--- src/rtl/adc_capture_scheduler.sv ---
// adc_capture_scheduler: round-robin SPI ADC sweep sequencer filling a ping-pong sample RAM
module adc_capture_scheduler #(
    parameter int NUM_CH     = 4,
    parameter int SAMPLE_DIV = 50000,
    parameter int DEPTH      = 256,
    parameter int ADDR_W     = 8,
    parameter int DATA_W     = 12,
    parameter int TIMEOUT    = 4096
) (
    input  logic              i_ref_clk,
    input  logic              i_reset_n,
    input  logic              i_enable,
    input  logic              i_vsync_pulse,
    input  logic              i_err_clr,
    output logic              o_spi_start,
    output logic [1:0]        o_spi_ch,
    input  logic              i_spi_done,
    input  logic [DATA_W-1:0] i_spi_data,
    output logic              o_wr_en,
    output logic [ADDR_W+2:0] o_wr_addr,
    output logic [DATA_W-1:0] o_wr_data,
    output logic              o_rd_bank,
    output logic              o_frame_ready,
    output logic              o_overrun,
    output logic              o_timeout_err
);
    localparam int TICK_W = $clog2(SAMPLE_DIV);
    localparam int TO_W   = $clog2(TIMEOUT + 1);
    localparam logic [TICK_W-1:0] TICK_LAST = TICK_W'(SAMPLE_DIV - 1);
    localparam logic [TO_W-1:0]   TO_LAST   = TO_W'(TIMEOUT - 1);
    localparam logic [1:0]        CH_LAST   = 2'(NUM_CH - 1);
    localparam logic [ADDR_W-1:0] IDX_LAST  = ADDR_W'(DEPTH - 1);

    typedef enum logic [2:0] {IDLE, START, WAIT, WRITE, FULL} state_t;

    state_t            r_state, w_next;
    logic [TICK_W-1:0] r_tick_cnt;
    logic [TO_W-1:0]   r_to_cnt;
    logic [1:0]        r_ch;
    logic [ADDR_W-1:0] r_idx;
    logic              r_wr_bank;
    logic [DATA_W-1:0] r_data;
    logic              r_overrun;
    logic              r_timeout;
    logic              w_tick;
    logic              w_busy;
    logic              w_to_hit;
    logic              w_sweep_end;

    assign w_tick      = i_enable && r_tick_cnt == TICK_LAST;
    assign w_busy      = r_state inside {START, WAIT, WRITE};
    assign w_to_hit    = r_state == WAIT && !i_spi_done && r_to_cnt == TO_LAST;
    assign w_sweep_end = r_ch == CH_LAST;

    // sweep-rate divider: free-runs while enabled, parked at zero otherwise
    always_ff @(posedge i_ref_clk or negedge i_reset_n) begin
        if (!i_reset_n) r_tick_cnt <= '0;
        else            r_tick_cnt <= (!i_enable || w_tick) ? '0 : r_tick_cnt + 1'b1;
    end

    // state register
    always_ff @(posedge i_ref_clk or negedge i_reset_n) begin
        if (!i_reset_n) r_state <= IDLE;
        else            r_state <= w_next;
    end

    // next state and Moore outputs; RAM bus is held at zero outside write cycles
    always_comb begin
        w_next        = r_state;
        o_spi_start   = r_state == START;
        o_spi_ch      = r_ch;
        o_wr_en       = r_state == WRITE;
        o_wr_addr     = o_wr_en ? {r_wr_bank, r_ch, r_idx} : '0;
        o_wr_data     = o_wr_en ? r_data : '0;
        o_rd_bank     = ~r_wr_bank;
        o_frame_ready = r_state == FULL;
        o_overrun     = r_overrun;
        o_timeout_err = r_timeout;
        case (r_state)
            IDLE:    if (w_tick) w_next = START;
            START:   w_next = WAIT;
            WAIT:    if (i_spi_done || w_to_hit) w_next = WRITE;
            WRITE:   w_next = !w_sweep_end ? START : (r_idx == IDX_LAST ? FULL : IDLE);
            FULL:    if (i_vsync_pulse) w_next = IDLE;
            default: w_next = IDLE;
        endcase
    end

    // channel/index pointers, write bank, abort timer and captured sample
    always_ff @(posedge i_ref_clk or negedge i_reset_n) begin
        if (!i_reset_n) begin
            r_ch      <= '0;
            r_idx     <= '0;
            r_wr_bank <= 1'b1;
            r_data    <= '0;
            r_to_cnt  <= '0;
        end else begin
            if (r_state == START)     r_to_cnt <= '0;
            else if (r_state == WAIT) r_to_cnt <= r_to_cnt + 1'b1;
            if (r_state == WAIT && i_spi_done) r_data <= i_spi_data;
            else if (w_to_hit)                 r_data <= '1;
            if (r_state == WRITE) begin
                r_ch <= w_sweep_end ? 2'd0 : r_ch + 2'd1;
                if (w_sweep_end) r_idx <= r_idx + 1'b1;
            end
            if (r_state == FULL && i_vsync_pulse) r_wr_bank <= ~r_wr_bank;
        end
    end

    // sticky error flags; a new error event outranks a simultaneous clear
    always_ff @(posedge i_ref_clk or negedge i_reset_n) begin
        if (!i_reset_n) begin
            r_overrun <= 1'b0;
            r_timeout <= 1'b0;
        end else begin
            if (w_tick && w_busy) r_overrun <= 1'b1;
            else if (i_err_clr)   r_overrun <= 1'b0;
            if (w_to_hit)         r_timeout <= 1'b1;
            else if (i_err_clr)   r_timeout <= 1'b0;
        end
    end
endmodule

--- config.mk ---
export PLATFORM = sky130hd
export DESIGN_NAME = adc_capture_scheduler
export DESIGN_NICKNAME = d
export VERILOG_FILES = /design/src/rtl/adc_capture_scheduler.sv
export SDC_FILE = /design/constraint.sdc
export NUM_CORES = 1
export LEC_CHECK = 0
export BUFFER_PORTS_ARGS = -buffer_cell sky130_fd_sc_hd__buf_2
export CAP_MARGIN = 20
export CORE_MARGIN = 2
export CORE_UTILIZATION = 35
export DETAILED_ROUTE_END_ITERATION = 8
export GPL_TIMING_DRIVEN = 0
export PLACE_DENSITY = 0.6
export SLEW_MARGIN = 20
export SYNTH_ARGS = -nofsm -noshare
export SYNTH_HDL_FRONTEND = slang
export SYNTH_SLANG_ARGS = --single-unit
--- constraint.sdc ---
create_clock -name i_ref_clk -period 2.8 [get_ports i_ref_clk]
set_input_delay 0.14 -clock i_ref_clk [delete_from_list [all_inputs] [get_ports i_ref_clk]]
set_output_delay 0.14 -clock i_ref_clk [all_outputs]
set_load 0.05 [all_outputs]
---- Yosys cells after proc, flatten, opt, wreduce, memory -nomap -nowiden ----
Cells that the tools add are included.
storage, ports and cells
  register bits after elaboration ......... 57
  input port bits ......................... 18
  output and inout bits ................... 31
cells by class
  add/subtract/negate cells ............... 4
  equal/unequal tests ..................... 11
  multiplexer cells ....................... 17
  bitwise gates (word level) .............. 1
  reduce and logical (&&, ||, !) cells .... 18
operators by type and width
  operator               count
  $mux 12                3
  $mux 13                2
  $add 16x1->16 const B  1
  $eq 16x16->1 const B   1
  $mux 16                1
  $mux 3                 5
  $pmux 3 s5             1
  $add 13x1->13 const B  1
  $eq 13x12->1 const B   1
  $mux 11                1
  $add 8x1->8 const B    1
  $eq 8x8->1 const B     1
  $reduce_bool 2->1      4
  $eq 3x2->1 const B     2
  $logic_and 1x1->1      6
  $ne 2x2->1 const B     2
  $eq 3x1->1 const B     1
  $eq 3x3->1 const B     1
  $logic_not 3->1        1
  $mux 1                 3
  $reduce_and 3->1       1
  $reduce_bool 3->1      1
  $add 2x1->2 const B    1
  $eq 2x2->1 const B     1
  other kinds (6)        8

---- Longest topological paths before layout ----
  word-level depth ........................ 6
  depth in mapped cells ................... 6

---- Worst setup path before layout ----
Ideal clock, no wire load.
  path type ............................... register to output
  start point ............................. reg r_state[2]
  end point ............................... out o_wr_data[10]
  arrival time ............................ 2.002 ns
  data required time ...................... 2.660 ns
  path slack .............................. 0.658 ns
  stages on the path, launching flop included .. 5
  buffers on the path ..................... 2
  path through ............................ dfrtp_1 -> and3b_2 -> clkbuf_1 -> clkbuf_1 -> and2_1
on the way
  cells in the longest elaborated chain, start to end .. 2
ends and longest elaborated chain
  item                    line  RTL
  from (decl)             36    state_t r_state, w_next;
  from (signal assigned)  64    else r_state <= w_next;
  $eq 3x2->1              72    o_wr_en = r_state == WRITE;
  named net o_wr_en       19    output logic o_wr_en,
  $mux 12                 74    o_wr_data = o_wr_en ? r_data : '0;
  to (decl)               21    output logic [DATA_W-1:0] o_wr_data,
The timed path passes the listed nets, and every way through them passes these cells.

---- Worst setup path in the final report ----
  start point ............................. reg r_state[2]
  end point ............................... out o_wr_data[3]
on the way
  cells in the longest elaborated chain, start to end .. 2
ends and longest elaborated chain
  item        line
  $eq 3x2->1  72
  $mux 12     74
Every way passes these cells.

==> impl_results.html <==
<table>
<tr><th>Metric</th><th>Value</th></tr>
<tr><th colspan="2">Timing</th></tr>
<tr><td>Top achievable clock speed</td><td>419.2 MHz</td></tr>
<tr><td>Worst slew margin</td><td>51.69%</td></tr>
<tr><td>Final setup vio count</td><td>0</td></tr>
<tr><td>Worst Setup Slack, final</td><td>0.4148 ns</td></tr>
<tr><td>Post-layout minimum cycle time</td><td>2.385 ns</td></tr>
<tr><td>Final critical-path share of the clock period</td><td>85.19%</td></tr>
<tr><td>RSZ-0062 raised after global routing</td><td>no</td></tr>
<tr><td>Fin. Hold Viols</td><td>0</td></tr>
<tr><td>Setup clock skew after layout</td><td>0.009525 ns</td></tr>
<tr><td>Total negative setup slack</td><td>0 ns</td></tr>
<tr><td>Worst Tran Pin Value</td><td>0.7246 ns</td></tr>
<tr><td>Number of max-slew violations in the final report</td><td>0</td></tr>
<tr><th colspan="2">Clock network</th></tr>
<tr><td>TritonCTS clock tree</td><td>built</td></tr>
<tr><td>Root buffer cell</td><td>sky130_fd_sc_hd__clkbuf_8</td></tr>
<tr><td>Clock transition at path regs</td><td>0.07 ns</td></tr>
<tr><td>Clock sink count</td><td>57</td></tr>
<tr><td>Maximum buffer depth of the clock tree</td><td>2</td></tr>
<tr><td>Number of H-tree levels</td><td>3</td></tr>
<tr><td>Number of post-CTS setup repair buffers</td><td>0</td></tr>
<tr><td>Clock Latency Late Sink</td><td>0.33 ns</td></tr>
<tr><td>Number of gates resized after CTS</td><td>0</td></tr>
<tr><td>Clock buffer count from CTS</td><td>9</td></tr>
<tr><th colspan="2">Placement</th></tr>
<tr><td>Area of placed instances</td><td>3181 um^2</td></tr>
<tr><td>RD Place Congestion</td><td>0.8094</td></tr>
<tr><td>Detailed placer's ending HPWL</td><td>4263 um</td></tr>
<tr><td>Number of buffer cells added on primary ports</td><td>48</td></tr>
<tr><td>Post-placement worst setup slack</td><td>0.7545 ns</td></tr>
<tr><td>Number of instances in the placed design</td><td>441</td></tr>
<tr><th colspan="2">Global routing</th></tr>
<tr><td>Global-route wire length before repair</td><td>10310 um</td></tr>
<tr><td>Maximum number of pins on one net before global-route repair</td><td>58</td></tr>
<tr><td>Aggregate global routing overflow</td><td>0</td></tr>
<tr><td>Via count of the first global-routing pass</td><td>2196</td></tr>
<tr><td>Global-route usage over all layers</td><td>15.12%</td></tr>
<tr><td>Antenna violations before repair</td><td>0</td></tr>
<tr><th colspan="2">Logic synthesis</th></tr>
<tr><td>Flop and latch count out of synthesis</td><td>57</td></tr>
<tr><td>Fraction of synthesis flops using an asynchronous set or reset pin</td><td>100.0%</td></tr>
<tr><td>Number of flops mapped to enable cells by yosys</td><td>0</td></tr>
<tr><td>Post-synthesis cell count</td><td>291</td></tr>
<tr><td>Post-synth cell types</td><td>39</td></tr>
<tr><td>Most instantiated flip-flop cell in the synthesis netlist</td><td>sky130_fd_sc_hd__dfrtp_1</td></tr>
<tr><td>Mean instance size in the synthesized netlist</td><td>9.657 um^2</td></tr>
<tr><td>Ys Warns</td><td>0</td></tr>
<tr><td>Sequential fraction of the synthesis area</td><td>50.80%</td></tr>
<tr><td>Number of nets produced by synthesis</td><td>313</td></tr>
<tr><td>Netlist area before placement</td><td>2810 um^2</td></tr>
<tr><th colspan="2">Die</th></tr>
<tr><td>Initial Util</td><td>36.18%</td></tr>
<tr><td>Row cnt</td><td>32</td></tr>
<tr><td>Die width</td><td>93.61 um</td></tr>
<tr><td>Num ports</td><td>49</td></tr>
<tr><td>Core area</td><td>7767 um^2</td></tr>
<tr><td>Y dimension of the die</td><td>93.61 um</td></tr>
<tr><td>Die outline area</td><td>8762 um^2</td></tr>
<tr><th colspan="2">Drt</th></tr>
<tr><td>Post-detailed-route count of antenna-violating nets</td><td>0</td></tr>
<tr><td>Post-detailed-route via-to-cell ratio</td><td>5.054</td></tr>
<tr><td>DRT Pass-1 Iters</td><td>4</td></tr>
<tr><td>First-iteration detailed-routing DRC count</td><td>92</td></tr>
<tr><td>Routed wire length</td><td>6187 um</td></tr>
<tr><td>Post-DR wirelength/cell</td><td>13.48 um</td></tr>
<tr><td>Total DRC errors in the routed layout</td><td>0</td></tr>
<tr><td>Via total after detailed routing</td><td>2320</td></tr>
<tr><th colspan="2">Critical path</th></tr>
<tr><td>Classification of the worst setup path</td><td>flip-flop to primary output</td></tr>
<tr><td>WP data required</td><td>2.66 ns</td></tr>
<tr><td>Critical path capture point type</td><td>primary output</td></tr>
<tr><td>Max Fanout on Critical Path</td><td>10</td></tr>
<tr><td>Nature of the critical path startpoint</td><td>flip-flop</td></tr>
<tr><td>Arrival time at the worst endpoint</td><td>2.25 ns</td></tr>
<tr><th colspan="2">Cells and area</th></tr>
<tr><td>Ratio of cells with drive above 1 in the final layout</td><td>20.73%</td></tr>
<tr><td>Fill count</td><td>788</td></tr>
<tr><td>Non-Filler Instances</td><td>459</td></tr>
<tr><td>Fin area</td><td>3430 um^2</td></tr>
<tr><td>Inserted Diodes</td><td>0</td></tr>
<tr><td>Total number of nets in the final design</td><td>374</td></tr>
<tr><td>Area Growth Syn to Fin</td><td>22.04%</td></tr>
<tr><th colspan="2">Status</th></tr>
<tr><td>Status</td><td>finished clean</td></tr>
<tr><th colspan="2">Power and ir drop</th></tr>
<tr><td>Peak ir drop on the vdd network</td><td>0.2874 mV</td></tr>
<tr><td>Leak Pwr</td><td>1.653 nW</td></tr>
<tr><td>Power per cell area</td><td>517.7 nW/um^2</td></tr>
<tr><td>Total power of the final layout</td><td>1.776 mW</td></tr>
<tr><th colspan="2">Job</th></tr>
<tr><td>Max Cap Violations</td><td>0</td></tr>
<tr><th colspan="2">Min path</th></tr>
<tr><td>Path class of the lowest-slack min-delay path</td><td>input port to flip-flop</td></tr>
</table>
## cell families (layout without fill, tap and decap cells)
family,count (synthesis),count (layout),synth area share [%]
adder cells (fa/ha/maj),4,4,1.781
multiplexers,8,8,2.983
buffers and inverters,18,84,2.671
AO/OA/AOI/OAI,44,44,8.860
AND/OR/NAND/NOR,138,138,26.05
XOR/XNOR,22,22,6.856
flip-flops,57,57,50.80
## power by group
group          internal, mW  leakage [nW]  switching (mW)
clock                 0.546         0.115           0.333
combinational        0.0182         0.747          0.0409
sequential            0.831         0.791         0.00632
total                  1.40          1.65           0.380
## layout make-up
type                    instances  area (um^2)  share of cell area [%]
repair buffers                 50        262.8                   7.661
clock inverters                 5        77.57                   2.262
clock buffers                  11        151.4                   4.414
inverters                       8        30.03                  0.8756
multi-input cells             216         1308                   38.12
well taps                     102        127.6                   3.721
flip-flops and latches         57         1428                   41.63
plain buffers                  10        45.04                   1.313
## Yosys cell counts, types with 8 or more instances
library cell,instances,share of area (%)
sky130_fd_sc_hd__nor2_1,38,5.1
sky130_fd_sc_hd__nand3_1,13,2.3
sky130_fd_sc_hd__nand2_1,23,3.1
sky130_fd_sc_hd__o21ai_0,21,3.7
sky130_fd_sc_hd__xnor2_1,16,5.0
sky130_fd_sc_hd__nand4_1,11,2.4
sky130_fd_sc_hd__inv_1,8,1.1
sky130_fd_sc_hd__dfrtp_1,56,50
sky130_fd_sc_hd__clkbuf_1,9,1.2
sky130_fd_sc_hd__a21oi_1,13,2.3
sky130_fd_sc_hd__and2_1,24,5.3
## critical path, cell delays in order (launching register included)
cell,delay [ns]
sky130_fd_sc_hd__dfrtp_1,0.45
sky130_fd_sc_hd__and3b_2,0.25
sky130_fd_sc_hd__clkbuf_1,0.41
sky130_fd_sc_hd__clkbuf_1,0.35
sky130_fd_sc_hd__and2_1,0.19
sky130_fd_sc_hd__buf_2,0.26
## flip-flops by register name, summed over array words and instances, names as in the netlist
signal	cells
r_idx	8
r_wr_bank	1
r_tick_cnt	16
r_state	3
r_to_cnt	13
o_overrun	1
r_data	12
o_spi_ch	2
o_timeout_err	1
## through the flow
stage                     utilization [%]  hold slack [ns]
after floorplan                         -          -0.1556
after global placement              40.91           0.3524
after detailed placement            40.95           0.2515
after CTS                           44.15          0.01699
after global routing                44.15          0.03013
final                               44.15          0.02532
## per-layer routing
| metal | track usage, % | vias up | wire, um |
|---|---|---|---|
| met5 | 0 | - | 0 |
| met1 | 20.67 | 1116 | 3040 |
| met3 | 4.754 | 9 | 275 |
| met4 | 4.469 | 0 | 86 |
| li1 | - | 1133 | - |
| met2 | 23.08 | 62 | 2784 |
## cell usage in the layout, fill, tap and decap left out, types with 2 or more instances in the layout
cell	count
sky130_fd_sc_hd__a211oi_1	2
sky130_fd_sc_hd__a21oi_1	13
sky130_fd_sc_hd__a31oi_1	2
sky130_fd_sc_hd__and2_1	24
sky130_fd_sc_hd__and3_1	6
sky130_fd_sc_hd__buf_2	47
sky130_fd_sc_hd__bufinv_16	2
sky130_fd_sc_hd__clkbuf_1	9
sky130_fd_sc_hd__clkbuf_8	11
sky130_fd_sc_hd__clkinv_2	2
sky130_fd_sc_hd__dfrtp_1	56
sky130_fd_sc_hd__dlygate4sd3_1	2
sky130_fd_sc_hd__ha_1	4
sky130_fd_sc_hd__inv_1	8
sky130_fd_sc_hd__mux2_2	3
sky130_fd_sc_hd__mux2i_1	5
sky130_fd_sc_hd__nand2_1	23
sky130_fd_sc_hd__nand3_1	13
sky130_fd_sc_hd__nand4_1	11
sky130_fd_sc_hd__nor2_1	38
sky130_fd_sc_hd__nor3_1	5
sky130_fd_sc_hd__nor4_1	4
sky130_fd_sc_hd__o21ai_0	21
sky130_fd_sc_hd__o311ai_0	2
sky130_fd_sc_hd__or3b_1	2
sky130_fd_sc_hd__or4b_1	2
sky130_fd_sc_hd__xnor2_1	16
sky130_fd_sc_hd__xor2_1	6
## final timing paths
| kind | cells after the start | to | start | slack (ns) |
|---|---|---|---|---|
| worst min-delay path | 2 | r_state[2] | i_vsync_pulse | 0.03 |
| worst min register to register | 1 | r_idx[7] | r_idx[7] | 0.48 |
| max in group asynchronous | 2 | r_to_cnt[5] | i_reset_n | 1.91 |
| min in group asynchronous | 2 | r_to_cnt[2] | i_reset_n | 0.40 |
| worst max register to register | 6 | r_tick_cnt[14] | r_tick_cnt[0] | 0.84 |
| worst max-delay path | 5 | o_wr_data[3] | r_state[2] | 0.41 |
## repair_timing
action,CTS,global route
endpoints found under the hold margin,57,0
setup endpoints to repair,0,0
hold buffers,2,0
Note: power is estimated with default switching activity, not from simulation.
